--- src/rtl/dma_arbiter.sv ---
// 2A03 CPU-bus arbiter: shares the bus between the 6502 core,
// OAM sprite DMA and DMC sample fetches, stalling the core via ready.
module dma_arbiter #(
  parameter logic [15:0] OAM_DATA_ADDR = 16'h2004,
  parameter logic [15:0] OAM_TRIG_ADDR = 16'h4014
) (
  input  logic        I_clock,
  input  logic        I_reset,
  input  logic        I_cycle,
  input  logic [15:0] I_cpu_addr,
  input  logic [7:0]  I_cpu_wr_data,
  input  logic        I_cpu_rdwr,
  input  logic [7:0]  I_rd_data,
  input  logic        I_dmc_req,
  input  logic [15:0] I_dmc_addr,
  output logic        O_cpu_ready,
  output logic        O_dma_active,
  output logic [15:0] O_addr,
  output logic [7:0]  O_wr_data,
  output logic        O_rdwr,
  output logic        O_dmc_ack,
  output logic [7:0]  O_dmc_data
);

  localparam logic [2:0] S_IDLE      = 3'd0;
  localparam logic [2:0] S_HALT      = 3'd1;
  localparam logic [2:0] S_ALIGN     = 3'd2;
  localparam logic [2:0] S_OAM_RD    = 3'd3;
  localparam logic [2:0] S_OAM_WR    = 3'd4;
  localparam logic [2:0] S_DMC_DUMMY = 3'd5;
  localparam logic [2:0] S_DMC_RD    = 3'd6;
  localparam logic [2:0] S_REALIGN   = 3'd7;

  logic [2:0]  state;
  logic [2:0]  nxt_state;
  logic        parity;
  logic        oam_mode;
  logic        nxt_oam;
  logic [7:0]  page;
  logic [7:0]  nxt_page;
  logic [7:0]  index;
  logic [7:0]  nxt_index;
  logic [15:0] nxt_addr;
  logic        next_get;
  logic        oam_trig;
  logic [2:0]  oam_get;

  // parity is that of the cycle in progress; the next one flips it
  assign next_get = parity;

  assign oam_trig = !I_cpu_rdwr
                 && (I_cpu_addr == OAM_TRIG_ADDR);

  // a pending DMC fetch steals any OAM get slot
  assign oam_get = I_dmc_req ? S_DMC_RD : S_OAM_RD;

  always_comb begin
    nxt_state = state;
    nxt_oam   = oam_mode;
    nxt_page  = page;
    nxt_index = index;
    unique case (state)
      S_IDLE: begin
        if (oam_trig) begin
          nxt_state = S_HALT;
          nxt_oam   = 1'b1;
          nxt_page  = I_cpu_wr_data;
          nxt_index = 8'h00;
        end else if (I_dmc_req) begin
          nxt_state = S_HALT;
          nxt_oam   = 1'b0;
        end
      end
      S_HALT: begin
        if (!oam_mode)
          nxt_state = S_DMC_DUMMY;
        else if (next_get)
          nxt_state = oam_get;
        else
          nxt_state = S_ALIGN;
      end
      S_ALIGN: begin
        nxt_state = oam_mode ? oam_get : S_DMC_RD;
      end
      S_DMC_DUMMY: begin
        nxt_state = next_get ? S_DMC_RD : S_ALIGN;
      end
      S_OAM_RD: begin
        nxt_state = S_OAM_WR;
      end
      S_OAM_WR: begin
        nxt_index = index + 8'd1;
        if (index == 8'hFF) begin
          nxt_state = S_IDLE;
          nxt_oam   = 1'b0;
        end else begin
          nxt_state = oam_get;
        end
      end
      S_DMC_RD: begin
        nxt_state = oam_mode ? S_REALIGN : S_IDLE;
      end
      S_REALIGN: begin
        nxt_state = oam_get;
      end
      default: begin
        nxt_state = S_IDLE;
        nxt_oam   = 1'b0;
      end
    endcase
  end

  always_comb begin
    nxt_addr = 16'h0000;
    unique case (nxt_state)
      S_IDLE:
        nxt_addr = 16'h0000;
      S_HALT, S_ALIGN:
        nxt_addr = nxt_oam ? {nxt_page, 8'h00}
                           : I_dmc_addr;
      S_OAM_RD, S_REALIGN:
        nxt_addr = {nxt_page, nxt_index};
      S_OAM_WR:
        nxt_addr = OAM_DATA_ADDR;
      S_DMC_DUMMY, S_DMC_RD:
        nxt_addr = I_dmc_addr;
      default:
        nxt_addr = 16'h0000;
    endcase
  end

  always_ff @(posedge I_clock or negedge I_reset) begin
    if (!I_reset) begin
      state        <= S_IDLE;
      parity       <= 1'b0;
      oam_mode     <= 1'b0;
      page         <= 8'h00;
      index        <= 8'h00;
      O_cpu_ready  <= 1'b1;
      O_dma_active <= 1'b0;
      O_addr       <= 16'h0000;
      O_wr_data    <= 8'h00;
      O_rdwr       <= 1'b1;
      O_dmc_ack    <= 1'b0;
      O_dmc_data   <= 8'h00;
    end else begin
      O_dmc_ack <= 1'b0;
      if (I_cycle) begin
        state        <= nxt_state;
        parity       <= ~parity;
        oam_mode     <= nxt_oam;
        page         <= nxt_page;
        index        <= nxt_index;
        O_cpu_ready  <= (nxt_state == S_IDLE);
        O_dma_active <= (nxt_state != S_IDLE);
        O_addr       <= nxt_addr;
        O_rdwr       <= (nxt_state != S_OAM_WR);
        if (state == S_OAM_RD)
          O_wr_data <= I_rd_data;
        if (state == S_DMC_RD) begin
          O_dmc_ack  <= 1'b1;
          O_dmc_data <= I_rd_data;
        end
      end
    end
  end

endmodule

--- config.mk ---
export PLATFORM = sky130hd
export DESIGN_NAME = dma_arbiter
export DESIGN_NICKNAME = d
export VERILOG_FILES = /design/src/rtl/dma_arbiter.sv
export SDC_FILE = /design/constraint.sdc
export NUM_CORES = 1
export LEC_CHECK = 0
export BUFFER_PORTS_ARGS = -buffer_cell sky130_fd_sc_hd__buf_2
export CORE_ASPECT_RATIO = 0.5
export CORE_MARGIN = 2
export CORE_UTILIZATION = 40
export CTS_CLUSTER_SIZE = 16
export DETAILED_ROUTE_END_ITERATION = 8
export PLACE_DENSITY = 0.62
export SYNTH_ARGS = -nofsm -noshare
export SYNTH_HDL_FRONTEND = slang
export SYNTH_SLANG_ARGS = --single-unit
--- constraint.sdc ---
create_clock -name I_clock -period 6.6 [get_ports I_clock]
set_input_delay 1.32 -clock I_clock [delete_from_list [all_inputs] [get_ports I_clock]]
set_output_delay 1.32 -clock I_clock [all_outputs]
set_load 0.01 [all_outputs]
* Yosys cells after proc, flatten, opt, wreduce, memory -nomap -nowiden *
Cells that the tools add are included.

cells by class
  add/sub/neg operators = 1
  equal/unequal tests = 17
  mux-type cells = 22
  bitwise logic cells = 1
  reduce and logical (&&, ||, !) cells = 10

operators by type and width
  kind                  count
  $pmux 16 s5           1
  $mux 3                9
  $eq 3x3->1 const B    8
  $mux 8                3
  $pmux 3 s8            1
  $eq 16x15->1 const B  1
  $mux 16               1
  $pmux 8 s2            1
  $eq 3x2->1 const B    4
  $add 8x1->8 const B   1
  $eq 8x8->1 const B    1
  $eq 3x1->1 const B    2
  $logic_not 3->1       2
  $reduce_or 2->1       3
  $mux 1                5
  $reduce_and 2->1      2
  $ne 3x3->1 const B    1
  $reduce_bool 3->1     1
  $pmux 1 s2            1
  $logic_and 1x1->1     1
  $logic_not 1->1       1
  $not 1->1             1

word-level totals
  flip-flop bits (word level) = 57
  input port bits = 53
  output and inout bits = 36
  word-level logic and storage cells = 63

* Longest topological paths before layout *
Gate-level depths: netlist of run 1.

  depth in word-level cells = 7
  depth in mapped cells = 11
  mapped depth without buffers = 8

* Least setup slack after synthesis of run 1 *
OpenSTA, ideal clock, no wires.

  path kind = in2reg
  start = input I_cpu_addr[6]
  end = register O_addr[7]
  data arrival time = 3.122 ns
  required time = 6.474 ns
  slack = 3.352 ns
  stages = 7
  buffers on the path = 1
  cell sequence = nor4b_1 nand3_1 nor3_2 o21ai_1 and3_1 buf_6 a221o_1

between the ends
  longest elaborated chain between the ends = 7
  elaborated cells between the ends (all ways) = 21
  those cells by class = 8 x eq/ne; 8 x mux; 5 x reduce/logical

RTL lines
  what                                line  text
  start: declaration                  10    input logic [15:0] I_cpu_addr,
  $eq 16x15->1 (*)                    52    && (I_cpu_addr == OAM_TRIG_ADDR);
  $logic_and 1x1->1 (*)               52
  $mux 3                              64    if (oam_trig) begin
  $pmux 3 s8                          62    unique case (state)
  $eq 3x3->1 (tied with other cells)  115   unique case (nxt_state)
  $reduce_or 2->1                     115
  $pmux 16 s5 (*)                     115
  end signal: assignment              156   O_addr <= nxt_addr;
  end: declaration                    18    output logic [15:0] O_addr,

Mark *: on every way between the ends. The rest lies on a longest branch, timed or not.
A chain may end at the register's enable or synchronous reset.

* Worst setup path after layout of run 1 *
  start = input I_cpu_addr[1]
  end = register O_addr[7]

Same word-level chain as after synthesis.

==> results of run 1 <==
registers in the layout (all words and copies together), names as in the netlist:
| signal | flops |
|---|---|
| oam_mode | 1 |
| O_dmc_ack | 1 |
| state | 3 |
| O_wr_data | 8 |
| next_get | 1 |
| O_dmc_data | 8 |
| O_dma_active | 1 |
| O_cpu_ready | 1 |
| O_addr | 16 |
| page | 8 |
| O_rdwr | 1 |
| index | 8 |
layout make-up:
cell class | count | area [um^2] | share of cell area [%]
clock buffers | 12 | 256 | 6.87
clock inverters | 4 | 51.3 | 1.37
inverters | 7 | 26.3 | 0.703
multi-input cells | 200 | 1400 | 37.5
flip-flops and latches | 57 | 1430 | 38.2
well taps | 92 | 115 | 3.08
repair buffers | 90 | 455 | 12.2
Yosys cell counts, types with 2 or more instances:
library cell  instances  area (um^2)
a21boi_0              3         22.5
a21o_1                2         15.0
a21oi_1               8         40.0
a221o_1               6         60.1
a32oi_1               7         61.3
and2_1                3         18.8
and3_1                5         31.3
and4_1                2         17.5
buf_1                 2         7.51
buf_6                 2         22.5
clkbuf_1              8         30.0
clkinv_1              2         7.51
dfrtp_1              55         1380
dfstp_2               2         52.6
inv_1                 5         18.8
mux2_2               28          315
mux2i_1               4         40.0
nand2_1              40          150
nand3_1               2         10.0
nand4_1               5         31.3
nor2_1               19         71.3
nor2b_1               9         56.3
nor3b_1               2         15.0
nor4_1                2         12.5
nor4b_1               2         17.5
o21a_1                2         15.0
o21ai_0              13         65.1
o221ai_1              4         35.0
o2bb2ai_1             7         61.3
o41ai_1               2         17.5
or3_1                 2         12.5
xnor2_1               2         17.5
xor2_1                3         26.3
worst max-delay path: cells and delay by family:
kind,cells,cell delay (ns)
buffers and inverters,1,0.10
AOI/OAI and AO/OA,2,0.40
xor gates and xnor gates,1,0.41
and+or+nand+nor,4,1.31
cell families (layout without fill, tap and decap cells):
| logic type | after synthesis | after routing | synth area share, % |
|---|---|---|---|
| mux | 32 | 32 | 12.1 |
| fa+ha+maj | 2 | 2 | 0.769 |
| compound gates | 63 | 63 | 16.7 |
| xor+xnor | 6 | 6 | 2.05 |
| buf+inv | 21 | 113 | 3.37 |
| flops | 57 | 57 | 48.8 |
| simple gates | 97 | 97 | 16.2 |
final timing paths:
path	start	to	slack [ns]	cells past startpoint
worst max-delay path	I_cpu_addr[1]	O_addr[7]	3.32	8
worst min-delay path	O_dmc_data[5]	O_dmc_data[5]	0.47	2
worst max register to register	index[0]	O_addr[7]	3.60	8
worst min register to register	O_dmc_data[5]	O_dmc_data[5]	0.47	2
max in group asynchronous	I_reset	next_get	4.97	2
min in group asynchronous	I_reset	page[6]	1.12	2
per-layer routing:
metal | GRT usage (%) | up-vias | part of all wire, %
li1 | - | 1189 | -
met1 | 23.5 | 1211 | 46
met2 | 30.0 | 70 | 47
met3 | 5.78 | 16 | 5.7
met4 | 7.92 | 0 | 1.7
met5 | 0 | - | 0
report_power, final:
group / switching, mW / internal (mW)
clock: 0.159 / 0.312
sequential: 0.116 / 0.481
combinational: 0.395 / 0.308
==> results.cfg, run 1 <==
[sta]
hold_slack_ns = 0.472
fin_crit_ns = 3.28
grt_setup_unrepaired = no
worstMarginPinSlew_ns = 0.730
slew_violations = 0
worst_slack_ns = 3.32
relSlewSlack_pct = 51.3
final-hold-violation-count = 0
period_share_pct = 49.6
finalSetupTns_ns = 0
clock.fmax_ghz = 0.305
clock_skew_ns = 0.00653
setup_viol = 0

[setup_path]
setup.worst_path.class = primary input to flop
crit_chain = buf_2 -> nor4b_1 -> nand3_1 -> o21ai_0 -> and3_1 -> xor2_2 -> and3_1 -> a221o_1
critPathRequiredTime_ns = 6.86
start_kind = primary input
critPathMostFrequentCell = and3_1
worstPathMaxFanout = 10
crit_path_max_incr_delay_ns = 0.42
slowest_stage = and3_1
crit_path_end_kind = flop
cp.arrival_ns = 3.54

[placement]
dp_hpwl_mm = 5.05
dp.cells = 446
placed_cell_area_um2 = 3430
gp_congestion = 0.812
io_buffers = 88
pre_cts_ws_ns = 2.99

[yosys]
yosysUniqueCellTypes = 51
synthCells = 278
synth_edf_count = 0
synth-seq-cells = 57
ys_async_sr_fraction_pct = 100
synth_fp_nets = 332
synth_ff_type = dfrtp_1
avgSynthCellArea_um2 = 10.5
syn-cell-area_um2 = 2930
ys_warn_count = 0
synth_seq_area_share_pct = 48.8

[finish]
final_cell_mix = 88 x buf_2, 55 x dfrtp_1, 40 x nand2_1
drive_gt1_share_pct = 38.1
final_common_cell = buf_2
area_delta_synth_final_pct = 27.5
fin_area_um2 = 3740
final_nets = 419
diodes = 0
fill_cells = 635
final_cells = 462
fin_util_pct = 54.3

[global_route]
grt_first_pass_wirelength_mm = 11.7
grt_pass1_vias = 2450
grt_use_total_pct = 18.6
antenna_found_initial = 0
grt_overflow = 0
grt_max_degree = 58

[power]
total_power_mw = 1.77
ir_drop_v = 0.000245
cellLeakagePower_nw = 1.79
powerDensity_nw_per_um2 = 474

[clock_network]
clockBufferDepth = 2
clock-sinks = 57
cts-buffers-inserted = 9
cts_tree = built
cts-root-buf = clkbuf_16
htree_levels = 3
insertion_delay_ns = 0.33
post_cts_buffers = 0
ctsResizeCount = 0
path_clk_slew_ns = 0.05
ctsHoldBuffers = 0

[floorplanning]
die_h_um = 64.5
design.core.area_um2 = 6880
dieArea_um2 = 8070
ios = 89
die_w_um = 125
rows = 21
start_util_pct = 42.6

[flow_run]
drv_cap = 0

[drt]
drc_errors = 0
wl_per_cell_um = 15.7
vias_per_cell = 5.38
finalWirelength_mm = 7.24
drtIter0Drc = 104
ant_nets = 0
dr.pass1.iters = 4
vias = 2486

[worst_hold_path]
hp-class = flop to flop

[run_status]
status = completed
Power figures use the tool's default switching activity.
==> run 2: changes to the inputs <==
--- a/config.mk
+++ b/config.mk
@@ -11,7 +11,7 @@
 export CORE_UTILIZATION = 40
 export CTS_CLUSTER_SIZE = 16
 export DETAILED_ROUTE_END_ITERATION = 8
-export PLACE_DENSITY = 0.62
+export PLACE_DENSITY = 0.64
 export SYNTH_ARGS = -nofsm -noshare
 export SYNTH_HDL_FRONTEND = slang
 export SYNTH_SLANG_ARGS = --single-unit
==> constraint.sdc (replaced) <==
create_clock -name I_clock -period 2.87 [get_ports I_clock]
set_input_delay 0.574 -clock I_clock [delete_from_list [all_inputs] [get_ports I_clock]]
set_output_delay 0.574 -clock I_clock [all_outputs]
set_load 0.01 [all_outputs]
==> run 2 against run 1 <==
  * First-iteration DRC count increased by 57%
  * Die area unchanged
  * Critical endpoint unchanged
  * Register-to-register slack got worse by 3.4 ns
  * Total power increased by 140%
  * Core utilization increased by 1.1 points
  * Largest cell class unchanged
==> results.cfg, run 2 (synthesis results as in run 1) <==
[run_status]
status = completed

[drt]
vias_per_cell = 5.34
finalWirelength_mm = 7.48
ant_nets = 0
wl_per_cell_um = 15.9
vias = 2511
dr.pass1.iters = 4
drtIter0Drc = 163
drc_errors = 0

[clock_network]
cts-root-buf = clkbuf_16
insertion_delay_ns = 0.33
cts-buffers-inserted = 9
path_clk_slew_ns = 0.05
ctsResizeCount = 0
cts_tree = built
post_cts_buffers = 0
clockBufferDepth = 2
htree_levels = 3
clock-sinks = 57
ctsHoldBuffers = 0

[finish]
area_delta_synth_final_pct = 30.1
final_cells = 470
largest-register = O_addr
fill_cells = 651
diodes = 0
multi_input_area_um2 = 1410
largest_register_ffs = 16
final_nets = 427
final_common_cell = buf_2
drive_gt1_share_pct = 39.9
seqCellArea_um2 = 1430
final_cell_mix = 88 x buf_2, 55 x dfrtp_1, 40 x nand2_1
fin_area_um2 = 3810
fin_util_pct = 55.4

[setup_path]
cp.arrival_ns = 2.90
critPathRequiredTime_ns = 3.07
slowest_stage = dfrtp_1
crit_chain = ha_1 -> and4_1 -> and4_2 -> o311ai_1 -> and3_1 -> xor2_2 -> and3_2 -> a221o_1
r2r_cells = 8
r2r_slack_ns = 0.17
cp_num_buf_inv = 0
reg2reg_to = O_addr[7]
crit_path_max_incr_delay_ns = 0.42
worstPathMaxFanout = 7
crit_path_end_kind = flop
regToRegStartpoint = index[0]
setup.worst_path.class = flop to flop
path_delay_family = simple AND/OR/NAND/NOR gates
start_kind = flop

[placement]
dp_hpwl_mm = 5.39
placed_cell_area_um2 = 3500
io_buffers = 88
gp_congestion = 0.848
dp.cells = 454
pre_cts_ws_ns = 0.145

[sta]
clock.fmax_ghz = 0.370
setup_viol = 0
relSlewSlack_pct = 66.6
worstMarginPinSlew_ns = 0.495
fin_crit_ns = 2.70
hold_slack_ns = 0.209
finalSetupTns_ns = 0
grt_setup_unrepaired = no
slew_violations = 0
clock_skew_ns = 0.00737
worst_slack_ns = 0.170
final-hold-violation-count = 0
period_share_pct = 94.1

[floorplanning]
die_w_um = 125
dieArea_um2 = 8070
die_h_um = 64.5
rows = 21
ios = 89
design.core.area_um2 = 6880
start_util_pct = 42.6

[global_route]
grt_pass1_vias = 2528
grt_first_pass_wirelength_mm = 12.4
grt_overflow = 0
grt_max_degree = 36
grt_use_total_pct = 19.8
antenna_found_initial = 0

[worst_hold_path]
hp-class = primary input to asynchronous set/reset pin

[flow_run]
drv_cap = 0

[power]
powerDensity_nw_per_um2 = 1110
total_power_mw = 4.22
cellLeakagePower_nw = 1.83
ir_drop_v = 0.000514
## run 2: final cells by class
type,count,area share [%]
Clock buffer,11,6.37
Clock inverter,5,1.48
Inverter,7,0.689
Multi-Input combinational cell,200,37.1
Sequential cell,57,37.5
Tap cell,92,3.02
Timing Repair Buffer,98,13.9
## run 2: routing by layer
layer  global-route usage [%]  routed length (um)  share of wire, %  vias up
met5                        0                   0                 0        -
met4                     5.97                  87               1.2        0
met3                     7.43                 421               5.6        8
met2                     32.7                3540                47       64
met1                     24.6                3430                46     1222
li1                         -                   -                 -     1217
## run 2: how the worst max path moves through the flow
stage                     startpoint        end  slack, ns  cells past startpoint
after CTS                   index[0]  O_addr[7]       0.10                      8
after detailed placement    index[0]  O_addr[7]       0.15                      8
final                       index[0]  O_addr[7]       0.17                      8
after global placement      index[0]  O_addr[3]       0.23                      8
after floorplan             index[0]  O_addr[7]       0.26                     11
after global routing        index[0]  O_addr[7]       0.04                      8
## run 2: report_power, final
part           switching (mW)  internal [mW]  total (mW)
Combinational            1.00          0.798        1.80
Sequential              0.243           1.11        1.35
Clock                   0.373          0.693        1.07
==> run 3: changes to the inputs <==
--- a/config.mk
+++ b/config.mk
@@ -6,12 +6,14 @@
 export NUM_CORES = 1
 export LEC_CHECK = 0
 export BUFFER_PORTS_ARGS = -buffer_cell sky130_fd_sc_hd__buf_2
+export CELL_PAD_IN_SITES_DETAIL_PLACEMENT = 0
+export CELL_PAD_IN_SITES_GLOBAL_PLACEMENT = 1
 export CORE_ASPECT_RATIO = 0.5
 export CORE_MARGIN = 2
-export CORE_UTILIZATION = 40
+export CORE_UTILIZATION = 35
 export CTS_CLUSTER_SIZE = 16
 export DETAILED_ROUTE_END_ITERATION = 8
-export PLACE_DENSITY = 0.64
+export PLACE_DENSITY = 0.72
 export SYNTH_ARGS = -nofsm -noshare
 export SYNTH_HDL_FRONTEND = slang
 export SYNTH_SLANG_ARGS = --single-unit
==> run 3 against run 2 <==
  * Via count down 0.76%
  * Core utilization down 7.1 points
  * Clock skew down 0.0014 ns
  * Sequential power about the same
  * Die area up 14%
  * Hold slack worse by 0.049 ns
  * Cell count up 5.1%
  * Critical path type unchanged
  * Critical endpoint unchanged
==> results.cfg, run 3 (synthesis results as in run 1) <==
[power]
power.share.combinational_pct = 42.0
p_int_mw = 2.69
p_seq_share_pct = 30.8
switching_share_pct = 37.5
powerDensity_nw_per_um2 = 1110
cellLeakagePower_nw = 1.86
pwr-share-clk_pct = 27.1
switching_power_mw = 1.62
ir_drop_v = 0.000425
total_power_mw = 4.30

[sta]
clock_skew_ns = 0.00601
clock.fmax_ghz = 0.381
worst_slack_ns = 0.244
slew_violations = 0
setup_viol = 0
period_share_pct = 91.5
worstMarginPinSlew_ns = 0.729
final-hold-violation-count = 0
fin_crit_ns = 2.63
grt_setup_unrepaired = no
relSlewSlack_pct = 51.1
finalSetupTns_ns = 0

[setup_path]
setup.worst_path.class = flop to flop
start_kind = flop
worstPathMaxFanout = 7
crit_path_end_kind = flop
cp.arrival_ns = 2.83
critPathRequiredTime_ns = 3.07

[global_route]
antenna_found_initial = 0
grt_overflow = 0
grt_first_pass_wirelength_mm = 13.2
grt_pass1_vias = 2595
grt_use_total_pct = 18.7
grt_max_degree = 26

[floorplanning]
design.core.area_um2 = 8060
rows = 23
die_h_um = 68.7
ios = 89
die_w_um = 133
dieArea_um2 = 9160
start_util_pct = 36.4

[worst_hold_path]
hp-class = primary input to asynchronous set/reset pin

[drt]
finalWirelength_mm = 7.78
vias_per_cell = 5.04
drc_errors = 0
ant_nets = 0
vias = 2492
drtIter0Drc = 197
wl_per_cell_um = 15.8
dr.pass1.iters = 4

[finish]
final_common_cell = buf_2
final_nets = 431
final_cell_mix = 88 x buf_2, 55 x dfrtp_1, 40 x nand2_1
drive_gt1_share_pct = 40.6
largest-register = O_addr
diodes = 0
largest_register_ffs = 16
fin_util_pct = 48.2
area_delta_synth_final_pct = 32.6

[placement]
dp_hpwl_mm = 5.62
gp_congestion = 0.798
pre_cts_ws_ns = 0.205
io_buffers = 88

[clock_network]
cts-root-buf = clkbuf_16
cts-buffers-inserted = 9
insertion_delay_ns = 0.33
clock-sinks = 57
htree_levels = 3
ctsHoldBuffers = 0
cts_tree = built
clockBufferDepth = 2
path_clk_slew_ns = 0.06
post_cts_buffers = 0

[flow_run]
drv_cap = 0

[run_status]
status = completed
-- run 3: what timing repair did --
item	4_1_cts	5_1_grt
setup endpoints to repair	0	6
hold endpoints to repair	0	0
gates resized for setup	0	1
-- run 3: power by group through the flow --
stage	Sequential [mW]	Combinational [mW]	Clock (mW)
floorplan	1.39	1.14	0
global placement	1.33	1.75	0
detailed placement	1.34	1.79	0
CTS	1.32	1.82	1.20
global route	1.38	2.02	1.24
finish	1.33	1.81	1.17
-- run 3: critical path, cell delays in order (launching register included) --
cell and delay [ns]:
dfrtp_1 0.43, ha_1 0.27, and4_1 0.23, and4_1 0.21
buf_4 0.16, o311ai_4 0.42, xor2_2 0.12, and3_1 0.29
a221o_1 0.38
-- run 3: final timing paths --
path / startpoint / end / slack, ns / cells after the start
min: I_reset / O_addr[12] / 0.16 / 1
min in group I_clock: I_dmc_addr[5] / O_addr[5] / 0.45 / 2
max reg2reg: index[0] / O_addr[7] / 0.24 / 8
max in group asynchronous: I_reset / O_cpu_ready / 2.00 / 2
max: index[0] / O_addr[7] / 0.24 / 8
min reg2reg: O_dmc_data[7] / O_dmc_data[7] / 0.46 / 2
-- run 3: layout make-up --
cell class,count,area (um^2)
fill,782,4170
sequential,57,1430
multi-input combinational,200,1400
timing repair buffer,102,558
clock buffer,10,239
tap,112,140
clock inverter,6,90.1
inverter,7,26.3
-- run 3: layer usage --
| layer | routed length, um | up-vias | part of all wire (%) | track usage (%) |
|---|---|---|---|---|
| li1 | - | 1222 | - | - |
| met1 | 3650 | 1193 | 47 | 24.0 |
| met2 | 3690 | 73 | 47 | 31.1 |
| met3 | 397 | 4 | 5.1 | 4.90 |
| met4 | 48 | 0 | 0.62 | 6.78 |
| met5 | 0 | - | 0 | 0 |
-- run 3: metrics by stage --
step / std cells / hold WS, ns / instance area [um^2]
2_1_floorplan: 278 / 0.278 / 2930
3_3_place_gp: 478 / 0.457 / 3560
3_5_place_dp: 478 / 0.457 / 3560
4_1_cts: 494 / 0.156 / 3880
5_1_grt: 494 / 0.176 / 3890
6_report: 494 / 0.160 / 3890
